===== config.mk =====
export PLATFORM = sky130hd
export DESIGN_NAME = button_press_decoder
export DESIGN_NICKNAME = d
export VERILOG_FILES = /design/src/rtl/button_press_decoder.sv
export SDC_FILE = /design/constraint.sdc
export NUM_CORES = 1
export LEC_CHECK = 0
export CAP_MARGIN = 5
export CORE_MARGIN = 2
export CORE_UTILIZATION = 40
export CTS_BUF_LIST = sky130_fd_sc_hd__clkbuf_8 sky130_fd_sc_hd__clkbuf_16
export DETAILED_ROUTE_END_ITERATION = 8
export GPL_TIMING_DRIVEN = 0
export PLACE_DENSITY = 0.68
export SYNTH_ARGS = -nofsm -noshare
export SYNTH_HDL_FRONTEND = slang
export SYNTH_SLANG_ARGS = --single-unit

===== constraint.sdc =====
create_clock -name clk -period 2.5 [get_ports clk]
set_input_delay 0.375 -clock clk [delete_from_list [all_inputs] [get_ports clk]]
set_output_delay 0.375 -clock clk [all_outputs]
set_load 0.03 [all_outputs]

===== src/rtl/button_press_decoder.sv =====
// Push-button front end: two-flop synchroniser, debounce FSM, and registered
// press/release/long-press pulses with a clean level and a wrapping press counter.
module button_press_decoder #(
    parameter int DEBOUNCE_CYCLES = 2_000_000,
    parameter int LONG_CYCLES     = 100_000_000,
    parameter int CNT_W           = 27,
    parameter int PCNT_W          = 8
) (
    input  logic              clk,
    input  logic              rst_n,
    input  logic              btn_in,
    output logic              btn_level,
    output logic              press_pulse,
    output logic              release_pulse,
    output logic              long_pulse,
    output logic [PCNT_W-1:0] press_count
);

    typedef enum logic [1:0] {
        IDLE,
        DEB_PRESS,
        PRESSED,
        DEB_RELEASE
    } state_t;

    localparam logic [CNT_W-1:0] DEB_LAST  = CNT_W'(DEBOUNCE_CYCLES - 1);
    localparam logic [CNT_W-1:0] LONG_LAST = CNT_W'(LONG_CYCLES - 1);

    state_t             state;
    state_t             state_next;
    logic               s1;
    logic               s2;
    logic               btn_s;
    logic [CNT_W-1:0]   cnt;
    logic [CNT_W-1:0]   cnt_next;
    logic [CNT_W-1:0]   long_cnt;
    logic [CNT_W-1:0]   long_cnt_next;
    logic               long_flag;
    logic               long_flag_next;
    logic               level_next;
    logic               press_next;
    logic               release_next;
    logic               long_next;
    logic [PCNT_W-1:0]  count_next;

    assign btn_s = s2;

    // Every flop in the block lives here so that all outputs are registered.
    always_ff @(posedge clk or negedge rst_n) begin
        if (!rst_n) begin
            s1            <= 1'b0;
            s2            <= 1'b0;
            state         <= IDLE;
            cnt           <= '0;
            long_cnt      <= '0;
            long_flag     <= 1'b0;
            btn_level     <= 1'b0;
            press_pulse   <= 1'b0;
            release_pulse <= 1'b0;
            long_pulse    <= 1'b0;
            press_count   <= '0;
        end else begin
            s1            <= btn_in;
            s2            <= s1;
            state         <= state_next;
            cnt           <= cnt_next;
            long_cnt      <= long_cnt_next;
            long_flag     <= long_flag_next;
            btn_level     <= level_next;
            press_pulse   <= press_next;
            release_pulse <= release_next;
            long_pulse    <= long_next;
            press_count   <= count_next;
        end
    end

    always_comb begin
        state_next = state;
        cnt_next   = cnt;
        case (state)
            IDLE: begin
                if (btn_s) begin
                    state_next = DEB_PRESS;
                    cnt_next   = '0;
                end
            end
            DEB_PRESS: begin
                if (!btn_s) begin
                    state_next = IDLE;
                    cnt_next   = '0;
                end else if (cnt == DEB_LAST) begin
                    state_next = PRESSED;
                end else begin
                    cnt_next = cnt + CNT_W'(1);
                end
            end
            PRESSED: begin
                if (!btn_s) begin
                    state_next = DEB_RELEASE;
                    cnt_next   = '0;
                end
            end
            DEB_RELEASE: begin
                if (btn_s) begin
                    state_next = PRESSED;
                end else if (cnt == DEB_LAST) begin
                    state_next = IDLE;
                end else begin
                    cnt_next = cnt + CNT_W'(1);
                end
            end
            default: begin
                state_next = IDLE;
                cnt_next   = '0;
            end
        endcase
    end

    // The long-press timer keeps running through release bouncing and fires once per press.
    always_comb begin
        press_next     = (state == DEB_PRESS) && btn_s && (cnt == DEB_LAST);
        release_next   = (state == DEB_RELEASE) && !btn_s && (cnt == DEB_LAST);
        level_next     = (state_next == PRESSED) || (state_next == DEB_RELEASE);
        count_next     = press_next ? press_count + PCNT_W'(1) : press_count;
        long_cnt_next  = long_cnt;
        long_flag_next = long_flag;
        long_next      = 1'b0;
        if (press_next) begin
            long_cnt_next  = '0;
            long_flag_next = 1'b0;
        end else if (((state == PRESSED) || (state == DEB_RELEASE)) && !long_flag) begin
            if (long_cnt == LONG_LAST) begin
                long_next      = 1'b1;
                long_flag_next = 1'b1;
            end else begin
                long_cnt_next = long_cnt + CNT_W'(1);
            end
        end
    end

endmodule


## Word-level counts from Yosys, hierarchy flattened

Index checks and enable logic that the tools add are counted.

- Flip-flop bits (word level): 71
- Bits of input ports: 3
- Logic and storage cells: 62

- Add/sub/neg operators: 3
- Eq/ne operators: 11
- Mux-type cells: 22
- Reduce and logical (&&, ||, !) cells: 15

Operator list:

| kind | number |
|---|---|
| 2-to-1 mux 27 bit | 8 |
| case mux 27 bit (4 select lines) | 1 |
| adder 27 x 1 -> 27 bit (second input constant) | 2 |
| equality test 27 x 21 -> 1 bit (second input constant) | 1 |
| equality test 27 bit (second input constant) | 1 |
| 2-to-1 mux 2 bit | 6 |
| adder 8 x 1 -> 8 bit (second input constant) | 1 |
| equality test 2 bit (second input constant) | 4 |
| != test 2 bit (second input constant) | 4 |
| case mux 2 bit (4 select lines) | 1 |
| 2-to-1 mux 1 bit | 6 |
| logical AND 1 bit | 5 |
| AND reduction 2 bit | 2 |
| nonzero test 2 bit | 2 |
| AND reduction 3 bit | 1 |
| equality test 2 x 1 -> 1 bit (second input constant) | 1 |
| zero test 1 bit | 2 |
| zero test 2 bit | 1 |
| logical OR 1 bit | 2 |

## Depth between registers and ports, before layout

Gate-level depths: netlist (run 1).

- Word-level depth: 6
- Mapped depth: 8

## Least setup slack after synthesis (run 1)

Ideal clock, no wire load.

- Path kind: flip-flop to flip-flop
- Start: register cnt[8]
- End: register cnt[5]
- Arrival: 1889 ps
- Required time: 2375 ps
- Path slack: 487 ps
- Stages on the path, launching flop included: 6
- Buffers on the path: 0
- Clock period less this slack: 2013 ps
- Path through: dfrtp_1 > or4_4 > nor3_1 > a21oi_1 > nand4_1 > mux2_2

- Word-level cells in the longest chain between the ends: 4

RTL lines:

| item | line | source |
|---|---|---|
| from (decl) | 34 | `logic [CNT_W-1:0] cnt;` |
| from (signal assigned) | 66 | `cnt <= cnt_next;` |
| equality test 27 x 21 -> 1 bit (*) | 91, 106 |  |
| 2-to-1 mux 27 bit (*) | -- |  |
| 2-to-1 mux 27 bit, on equally long branches | -- |  |
| case mux 27 bit (4 select lines) (*) | -- |  |

Every way passes the cells marked *; elsewhere a longest branch is shown, timed or not. The select of a mux whose other input is x is not followed.
A chain may end at the register's enable or synchronous reset.

## Worst setup path after layout (run 1)

- Start: register cnt[14]
- End: register cnt[5]

The elaborated chain is that of the path after synthesis.

==> results of run 1 <==
==> state kept, by name, summed over array words and instances, names as in the netlist <==
name	count
press_pulse	1
s1	1
long_cnt	27
press_count	8
state	2
release_pulse	1
long_pulse	1
cnt	27
long_flag	1
btn_level	1
btn_s	1
==> per-stage QoR <==
step	hold WS, ns	total power [mW]	utilization [%]	setup slack (ns)
3_5_place_dp	0.340	1.27	44.6	0.204
2_1_floorplan	0.0794	1.23	-	0.487
4_1_cts	0.187	2.25	46.9	0.188
5_1_grt	0.204	2.33	46.9	0.0142
3_3_place_gp	0.341	1.26	44.7	-1.38
6_report	0.132	2.23	46.9	0.208
==> worst max-delay path: stages, from the launching register on <==
cell	delay [ns]
dfrtp_1	0.45
or4_1	0.61
nor3_1	0.40
a21oi_1	0.24
nand4_1	0.15
mux2_2	0.33
==> layer usage <==
| metal | vias to the layer above | track usage (%) | wire length, µm |
|---|---|---|---|
| li1 | 1617 | - | - |
| met1 | 1613 | 26.0 | 4410 |
| met2 | 80 | 26.1 | 3710 |
| met3 | 11 | 3.90 | 361 |
| met4 | 0 | 6.36 | 123 |
| met5 | - | 0 | 0 |
==> power groups by stage <==
stage | Sequential [mW] | Clock [mW] | Combinational [mW]
floorplan | 1.18 | 0 | 0.0422
global placement | 1.18 | 0 | 0.0797
detailed placement | 1.18 | 0 | 0.0825
CTS | 1.16 | 1.00 | 0.0828
global route | 1.16 | 1.07 | 0.0918
finish | 1.16 | 0.986 | 0.0807
==> cell usage after synthesis, drive strengths merged (3+ instances only) <==
library cell | n | area (µm²)
dfrtp | 71 | 1780
nand2 | 40 | 150
o21ai | 37 | 185
nor2 | 32 | 123
nand3 | 27 | 135
a21oi | 24 | 120
nand4 | 23 | 150
clkbuf | 12 | 46.3
or4 | 12 | 93.8
xnor2 | 12 | 105
and3 | 11 | 68.8
buf | 11 | 70.1
o31ai | 10 | 75.1
or3 | 10 | 62.6
nor4 | 9 | 90.1
and4 | 8 | 70.1
o211ai | 7 | 52.6
xor2 | 7 | 61.3
a31oi | 6 | 37.5
inv | 6 | 22.5
nor3 | 6 | 41.3
and2 | 5 | 31.3
a211oi | 3 | 22.5
ha | 3 | 37.5
mux2 | 3 | 33.8
mux2i | 3 | 30.0
or2 | 3 | 18.8
==> cell families after synthesis <==
logic type | Yosys count
AO/OA/AOI/OAI | 93
XOR/XNOR | 19
adder cells (fa/ha/maj) | 3
AND/OR/NAND/NOR | 198
multiplexers | 6
buffers and inverters | 29
flip-flops | 71
==> worst min path at each step <==
stage	startpoint	to	slack, ns	cells past startpoint
6_report	rst_n	long_cnt[25]$_DFFE_PN0P_	0.13	1
2_1_floorplan	rst_n	btn_level$_DFF_PN0_	0.08	0
4_1_cts	rst_n	long_cnt[21]$_DFFE_PN0P_	0.19	1
3_5_place_dp	s1$_DFF_PN0_	btn_s$_DFF_PN0_	0.34	0
3_3_place_gp	s1$_DFF_PN0_	btn_s$_DFF_PN0_	0.34	0
5_1_grt	rst_n	long_cnt[23]$_DFFE_PN0P_	0.20	1
==> layout make-up <==
type,instances,area share (%)
multi-input cells,319,44.5
flip-flops and latches,71,40.6
well taps,129,3.69
repair buffers,14,3.15
clock buffers,9,2.83
plain buffers,23,2.66
clock inverters,7,2.03
inverters,6,0.515
==> flow_metrics.py, run 1 <==
metrics = {
    "power_and_ir_drop": {
        "clock_power_share_pct": 44.2,
        "swShare_pct": 22.4,
        "sequentialPowerShare_pct": 52.1,
        "p_int_mw": 1.73,
        "p_sw_mw": 0.500,
        "power_density_mw_per_mm2": 510,
        "combPwrFrac_pct": 3.6,
        "p_leak_nw": 1.81,
        "irDropWorstVdd_mv": 0.295,
    },
    "yosys": {
        "synth_seq_cells": 71,
        "synth.cell_area_mm2": 0.00386,
        "synth_compound_area_share_pct": 14.1,
        "synth_ff_type": "dfrtp_1",
        "netlist_instances": 419,
        "yosysWarnings": 0,
        "synth_fa_ha_area_share_pct": 0.972,
        "syn_nets": 425,
        "ys_seq_area_share_pct": 46.0,
        "synth_cell_types": 49,
        "synth_top_family_by_area": "simple AND/OR/NAND/NOR gates",
        "synth-edff-count": 0,
        "syn_avg_cell_area_um2": 9.22,
        "synth-simple-area-share_pct": 29.4,
        "synth-xor-area-share_pct": 4.31,
        "ys_async_sr_fraction_pct": 100,
        "synth_mux_area_share_pct": 1.65,
    },
    "worst_setup_path": {
        "critPathLaunchType": "flip-flop",
        "cp-end-kind": "flip-flop",
        "r2r_slack_ns": 0.21,
        "worstPathArrival_ns": 2.52,
        "critPathCapture": "cnt[5]$_DFFE_PN0P_",
        "reg2reg_depth": 5,
        "r2r-end": "cnt[5]$_DFFE_PN0P_",
        "critPathKind": "flip-flop to flip-flop",
        "r2r-start": "cnt[14]$_DFFE_PN0P_",
        "cp-startpoint": "cnt[14]$_DFFE_PN0P_",
        "worstPathRequired_ns": 2.73,
        "cp_max_fo": 7,
    },
    "placement": {
        "gp_congestion": 0.891,
        "dp.cells": 562,
        "dpl-instance-area_mm2": 0.00416,
        "hpwl_um": 5950,
        "portBuffers": 14,
    },
    "drt": {
        "drt_wl_total_um": 8610,
        "dr.pass1.iters": 5,
        "drt_iter0_drc": 311,
        "num_vias": 3321,
        "drc": 0,
        "avgRoutedWirePerCell_um": 14.9,
        "postRouteAntennaNets": 0,
        "viasPerCell": 5.75,
    },
    "die": {
        "io_pins": 15,
        "core_area_mm2": 0.00933,
        "num_rows": 35,
        "die-width_um": 102,
        "initial_core_util_pct": 41.4,
        "die_area_mm2": 0.0105,
        "die_h_um": 102,
    },
    "finish": {
        "syn2layout_area_growth_pct": 13.2,
        "mostFrequentLayoutCell": "dfrtp_1",
        "fin_area_mm2": 0.00438,
        "regArea_mm2": 0.00178,
        "multiInputGateArea_mm2": 0.00195,
        "drive_above_1_share_pct": 9.80,
        "n_fill_cell": 873,
        "nets": 450,
        "n_antenna_cell": 0,
        "fin_cells": 578,
        "final_cell_mix": "dfrtp_1, nand2_1, o21ai_0",
    },
    "global_routing": {
        "first_global_vias": 3079,
        "grt_pass1_wl_um": 14900,
        "grtUsageTotal_pct": 17.8,
        "grt_start_max_net_pins": 72,
        "antenna_found_initial": 0,
        "grt_remaining_overflow": 0,
    },
    "sta": {
        "setup-violations-final": 0,
        "hold_viol": 0,
        "slew-limit-headroom_pct": 41.7,
        "clock_skew_ns": 0.00918,
        "layout_min_cycle_time_ns": 2.29,
        "max_freq_mhz": 436,
        "worstMarginPinSlew_ns": 0.874,
        "fin_setup_tns_ns": 0,
        "rsz0062_at_grt": "false",
        "post-route-period-util_pct": 91.7,
        "finalMaxSlewViolations": 0,
    },
    "clock_network": {
        "cts.path.max_buffers": 2,
        "cts_tree": "yes",
        "cts_root_buf": "clkbuf_8",
        "cts_setup_buffers": 0,
        "clk_latency_ns": 0.34,
        "numClockSinks": 71,
        "holdBufCountCts": 0,
        "clk_pin_slew_worst_paths_ns": 0.08,
        "ctsResizeCount": 0,
        "cts_max_level": 3,
        "cts_inserted_buffers": 9,
    },
    "status": {
        "status": "complete, no violations",
    },
    "run": {
        "max_cap_viol_count": 0,
    },
    "min_path": {
        "min_path_type": "input pin to asynchronous set/reset pin",
    },
}
No activity file was read; power rests on OpenSTA's default activity.
==> inputs of run 2 (changes only) <==
CELL_PAD_IN_SITES_DETAIL_PLACEMENT = 0   (was not set)
CELL_PAD_IN_SITES_GLOBAL_PLACEMENT = 1   (was not set)
PLACE_DENSITY = 0.81   (was 0.68)
==> run 2 against run 1 <==
Effect of this change:
- routed wire length increased by 3.3%
- hold slack improved by 0.0057 ns
- critical path type unchanged
- non-clock buffer count stayed put
- combinational power decreased by 0.5%
- clock power rose by 4%
==> flow_metrics.py, run 2 (synthesized netlist as in run 1, its figures left out) <==
metrics = {
    "die": {
        "die_h_um": 102,
        "die-width_um": 102,
        "num_rows": 35,
        "core_area_mm2": 0.00933,
        "initial_core_util_pct": 41.4,
        "die_area_mm2": 0.0105,
        "io_pins": 15,
    },
    "sta": {
        "finalMaxSlewViolations": 0,
        "worstMarginPinSlew_ns": 0.900,
        "layout_min_cycle_time_ns": 2.29,
        "post-route-period-util_pct": 91.5,
        "setup-violations-final": 0,
        "clock_skew_ns": 0.0139,
        "rsz0062_at_grt": "false",
        "finalWorstSetupSlack_ns": 0.213,
        "max_freq_mhz": 437,
        "slew-limit-headroom_pct": 40.0,
        "hold_viol": 0,
    },
    "finish": {
        "syn2layout_area_growth_pct": 13.5,
        "final_cell_mix": "dfrtp_1, nand2_1, o21ai_0",
        "drive_above_1_share_pct": 9.80,
        "nets": 450,
        "finish.utilization_pct": 47.0,
        "n_fill_cell": 918,
        "mostFrequentLayoutCell": "dfrtp_1",
        "n_antenna_cell": 0,
        "largest_registers": "cnt: 27 flops, long_cnt: 27 flops, press_count: 8 flops",
    },
    "power_and_ir_drop": {
        "irDropWorstVdd_mv": 0.260,
        "p_leak_nw": 1.82,
        "power_mw": 2.27,
        "power_density_mw_per_mm2": 519,
    },
    "clock_network": {
        "clk_latency_ns": 0.36,
        "cts.path.max_buffers": 2,
        "holdBufCountCts": 0,
        "numClockSinks": 71,
        "cts_max_level": 3,
        "ctsResizeCount": 0,
        "clk_pin_slew_worst_paths_ns": 0.08,
        "cts_inserted_buffers": 9,
        "cts_root_buf": "clkbuf_8",
        "cts_setup_buffers": 0,
        "cts_tree": "yes",
    },
    "min_path": {
        "min_path_type": "input pin to asynchronous set/reset pin",
    },
    "global_routing": {
        "first_global_vias": 3040,
        "grt_remaining_overflow": 0,
        "grt_pass1_wl_um": 15000,
        "grt_start_max_net_pins": 72,
        "grtUsageTotal_pct": 18.1,
        "antenna_found_initial": 0,
    },
    "worst_setup_path": {
        "critPathKind": "flip-flop to flip-flop",
        "reg2reg_depth": 5,
        "cp-startpoint": "cnt[14]$_DFFE_PN0P_",
        "worstSetupPathDepth": 5,
        "slowest_delay_ns": 0.61,
        "cp-end-kind": "flip-flop",
        "critPathBufInv": 0,
        "critPathLaunchType": "flip-flop",
        "critPathTopFamily": "simple AND/OR/NAND/NOR gates",
        "worstPathRequired_ns": 2.73,
        "slowest_stage": "or4_1",
        "cp_max_fo": 7,
        "worstPathArrival_ns": 2.52,
        "cp_cell_sequence": "or4_1 -> nor3_1 -> a21oi_1 -> nand4_1 -> mux2_2",
        "r2r-start": "cnt[14]$_DFFE_PN0P_",
    },
    "status": {
        "status": "complete, no violations",
    },
    "drt": {
        "drt_wl_total_um": 8890,
        "avgRoutedWirePerCell_um": 15.4,
        "viasPerCell": 5.72,
        "dr.pass1.iters": 5,
        "num_vias": 3305,
        "drc": 0,
        "postRouteAntennaNets": 0,
        "drt_iter0_drc": 244,
    },
    "placement": {
        "hpwl_um": 6060,
        "gp_congestion": 0.839,
        "dpl_worst_slack_ns": 0.229,
        "portBuffers": 14,
    },
    "run": {
        "max_cap_viol_count": 0,
    },
}
-- run 2: routing by layer --
metal / track usage, % / up-vias / routed length (µm)
li1: - / 1604 / -
met1: 26.5 / 1616 / 4530
met2: 27.4 / 75 / 3910
met3: 2.46 / 10 / 335
met4: 6.67 / 0 / 116
met5: 0 / - / 0
-- run 2: stage by stage --
step	setup TNS (ns)	instance area (µm²)	instances	hold WS [ns]
2_1_floorplan	0	3860	419	0.0794
3_3_place_gp	-100.35	4170	562	0.355
3_5_place_dp	0	4160	562	0.361
4_1_cts	0	4390	578	0.188
5_1_grt	0	4390	578	0.228
6_report	0	4390	578	0.138
-- run 2: final timing paths --
path | to | slack, ns
max | cnt[5]$_DFFE_PN0P_ | 0.21
min | long_cnt[23]$_DFFE_PN0P_ | 0.14
max reg2reg | cnt[5]$_DFFE_PN0P_ | 0.21
min reg2reg | btn_s$_DFF_PN0_ | 0.38
max in group asynchronous | cnt[1]$_DFFE_PN0P_ | 1.77
min in group clk | btn_s$_DFF_PN0_ | 0.38
-- run 2: cell type report --
cell class              instances  area, µm²  area share, %
multi-input cells             319       1950           44.4
well taps                     129        161           3.68
repair buffers                 14        138           3.14
flip-flops and latches         71       1780           40.5
inverters                       6       22.5          0.514
plain buffers                  23        116           2.65
clock inverters                 6       85.1           1.94
clock buffers                  10        138           3.14
-- run 2: where the power goes --
group          total (mW)  internal [mW]  leakage, nW  switching (mW)
clock network        1.03          0.585        0.114           0.447
logic              0.0803         0.0202        0.723          0.0600
registers            1.16           1.15        0.984         0.00699
total                2.27           1.76         1.82           0.514
==> inputs of run 3 (changes only) <==
CORE_MARGIN = 8   (was 2)
GPL_TIMING_DRIVEN = not set   (was 0)
==> run 3 against run 2 <==
Effect of this change:
- sequential power about the same
- core utilization down 1.8 points
- combinational power up 2.6%
- first-iteration DRC count up 18%
- largest cell class unchanged
==> flow_metrics.py, run 3 (synthesized netlist as in run 1, its figures left out) <==
metrics = {
    "clock_network": {
        "numClockSinks": 71,
        "holdBufCountCts": 0,
        "cts_inserted_buffers": 9,
        "cts_setup_buffers": 0,
        "cts.path.max_buffers": 2,
        "cts_tree": "yes",
        "clk_latency_ns": 0.34,
        "cts_max_level": 3,
        "cts_root_buf": "clkbuf_8",
        "clk_pin_slew_worst_paths_ns": 0.08,
        "ctsResizeCount": 0,
    },
    "global_routing": {
        "grt_start_max_net_pins": 29,
        "grt_pass1_wl_um": 15600,
        "antenna_found_initial": 0,
        "busiest_layer": "met2",
        "grtUsageTotal_pct": 14.9,
        "met1_usage_pct": 20.0,
        "gr-usage-met2_pct": 22.6,
        "grtUsageMet3_pct": 3.16,
        "grt_remaining_overflow": 0,
        "first_global_vias": 3116,
    },
    "placement": {
        "gp_congestion": 0.804,
        "dp.cells": 557,
        "dpl-instance-area_mm2": 0.00416,
        "hpwl_um": 6320,
        "portBuffers": 14,
        "dpl_worst_slack_ns": 0.259,
    },
    "sta": {
        "finalWorstSetupSlack_ns": 0.237,
        "fin_setup_tns_ns": 0,
        "worstMarginPinSlew_ns": 0.601,
        "whs_ns": 0.0382,
        "rsz0062_at_grt": "false",
        "max_freq_mhz": 442,
        "finalMaxSlewViolations": 0,
        "post-route-period-util_pct": 90.5,
        "clock_skew_ns": 0.0131,
        "setup-violations-final": 0,
        "hold_viol": 0,
        "slew-limit-headroom_pct": 59.9,
        "layout_min_cycle_time_ns": 2.26,
    },
    "run": {
        "max_cap_viol_count": 0,
    },
    "worst_setup_path": {
        "worstPathRequired_ns": 2.73,
        "critPathLaunchType": "flip-flop",
        "cp_max_fo": 7,
        "worstPathArrival_ns": 2.49,
        "cp-end-kind": "flip-flop",
        "critPathKind": "flip-flop to flip-flop",
    },
    "die": {
        "core_area_mm2": 0.00959,
        "die_area_mm2": 0.0131,
        "num_rows": 36,
        "io_pins": 15,
        "initial_core_util_pct": 40.3,
        "die_h_um": 114,
        "die-width_um": 114,
    },
    "power_and_ir_drop": {
        "swShare_pct": 23.8,
        "power_density_mw_per_mm2": 479,
        "p_leak_nw": 1.80,
        "clock_power_share_pct": 39.9,
        "irDropWorstVdd_mv": 0.186,
        "sequentialPowerShare_pct": 56.1,
        "p_int_mw": 1.58,
        "power_mw": 2.08,
        "combPwrFrac_pct": 4.0,
        "p_sw_mw": 0.494,
    },
    "drt": {
        "num_vias": 3288,
        "dr.pass1.iters": 4,
        "drt_wl_total_um": 9130,
        "avgRoutedWirePerCell_um": 15.9,
        "drc": 0,
        "drt_iter0_drc": 289,
        "viasPerCell": 5.74,
        "postRouteAntennaNets": 0,
    },
    "finish": {
        "drive_above_1_share_pct": 10.5,
        "finish.utilization_pct": 45.2,
        "regArea_mm2": 0.00178,
        "multiInputGateArea_mm2": 0.00196,
        "final_cell_mix": "dfrtp_1, nand2_1, o21ai_0",
        "mostFrequentLayoutCell": "dfrtp_1",
        "fin_cells": 573,
        "n_fill_cell": 953,
        "n_antenna_cell": 0,
        "largest_registers": "cnt: 27 flops, long_cnt: 27 flops, press_count: 8 flops",
        "syn2layout_area_growth_pct": 12.3,
        "fin_area_mm2": 0.00434,
        "nets": 441,
    },
    "status": {
        "status": "complete, no violations",
    },
    "min_path": {
        "min_path_type": "input pin to asynchronous set/reset pin",
    },
}
run 3: cell count changes in the layout (fill, tap and decap cells not counted), sizes merged:
| cell | delta |
|---|---|
| clkinv | +2 |
| buf | +3 |
| bufinv | -2 |
| clkinvlp | -1 |
| clkbuf | -11 |
run 3: area by class of cell:
type / instances / share of cell area, %
clock buffers: 11 / 3.49
clock inverters: 5 / 0.548
inverters: 6 / 0.519
multi-input cells: 319 / 45.1
flip-flops and latches: 71 / 41.0
well taps: 133 / 3.84
repair buffers: 28 / 5.54
run 3: layer usage:
metal | vias to the layer above | routed length, µm
met3 | 10 | 403
met1 | 1616 | 4320
li1 | 1596 | -
met4 | 0 | 109
met2 | 66 | 4290
met5 | - | 0
run 3: path summary, 6_finish.rpt:
check | slack (ns) | startpoint | to | cells past startpoint
max reg2reg | 0.24 | cnt[14]$_DFFE_PN0P_ | cnt[5]$_DFFE_PN0P_ | 5
min | 0.04 | rst_n | long_cnt[11]$_DFFE_PN0P_ | 1
min in group clk | 0.37 | s1$_DFF_PN0_ | btn_s$_DFF_PN0_ | 0
max in group asynchronous | 1.67 | rst_n | cnt[7]$_DFFE_PN0P_ | 2
min reg2reg | 0.37 | s1$_DFF_PN0_ | btn_s$_DFF_PN0_ | 0
max | 0.24 | cnt[14]$_DFFE_PN0P_ | cnt[5]$_DFFE_PN0P_ | 5
run 3: worst max-delay path, stage by stage (launching register included):
cell     delay, ns
dfrtp_1       0.44
or4_1         0.60
nor3_1        0.39
a21oi_1       0.23
nand4_1       0.15
mux2_2        0.33
run 3: power by group through the flow:
stage	sequential (mW)	combinational, mW	clock, mW
after detailed placement	1.19	0.0848	0
after CTS	1.17	0.0853	0.854
after global placement	1.19	0.0823	0
after floorplan	1.18	0.0422	0
final	1.17	0.0824	0.830
after global routing	1.17	0.0943	0.904
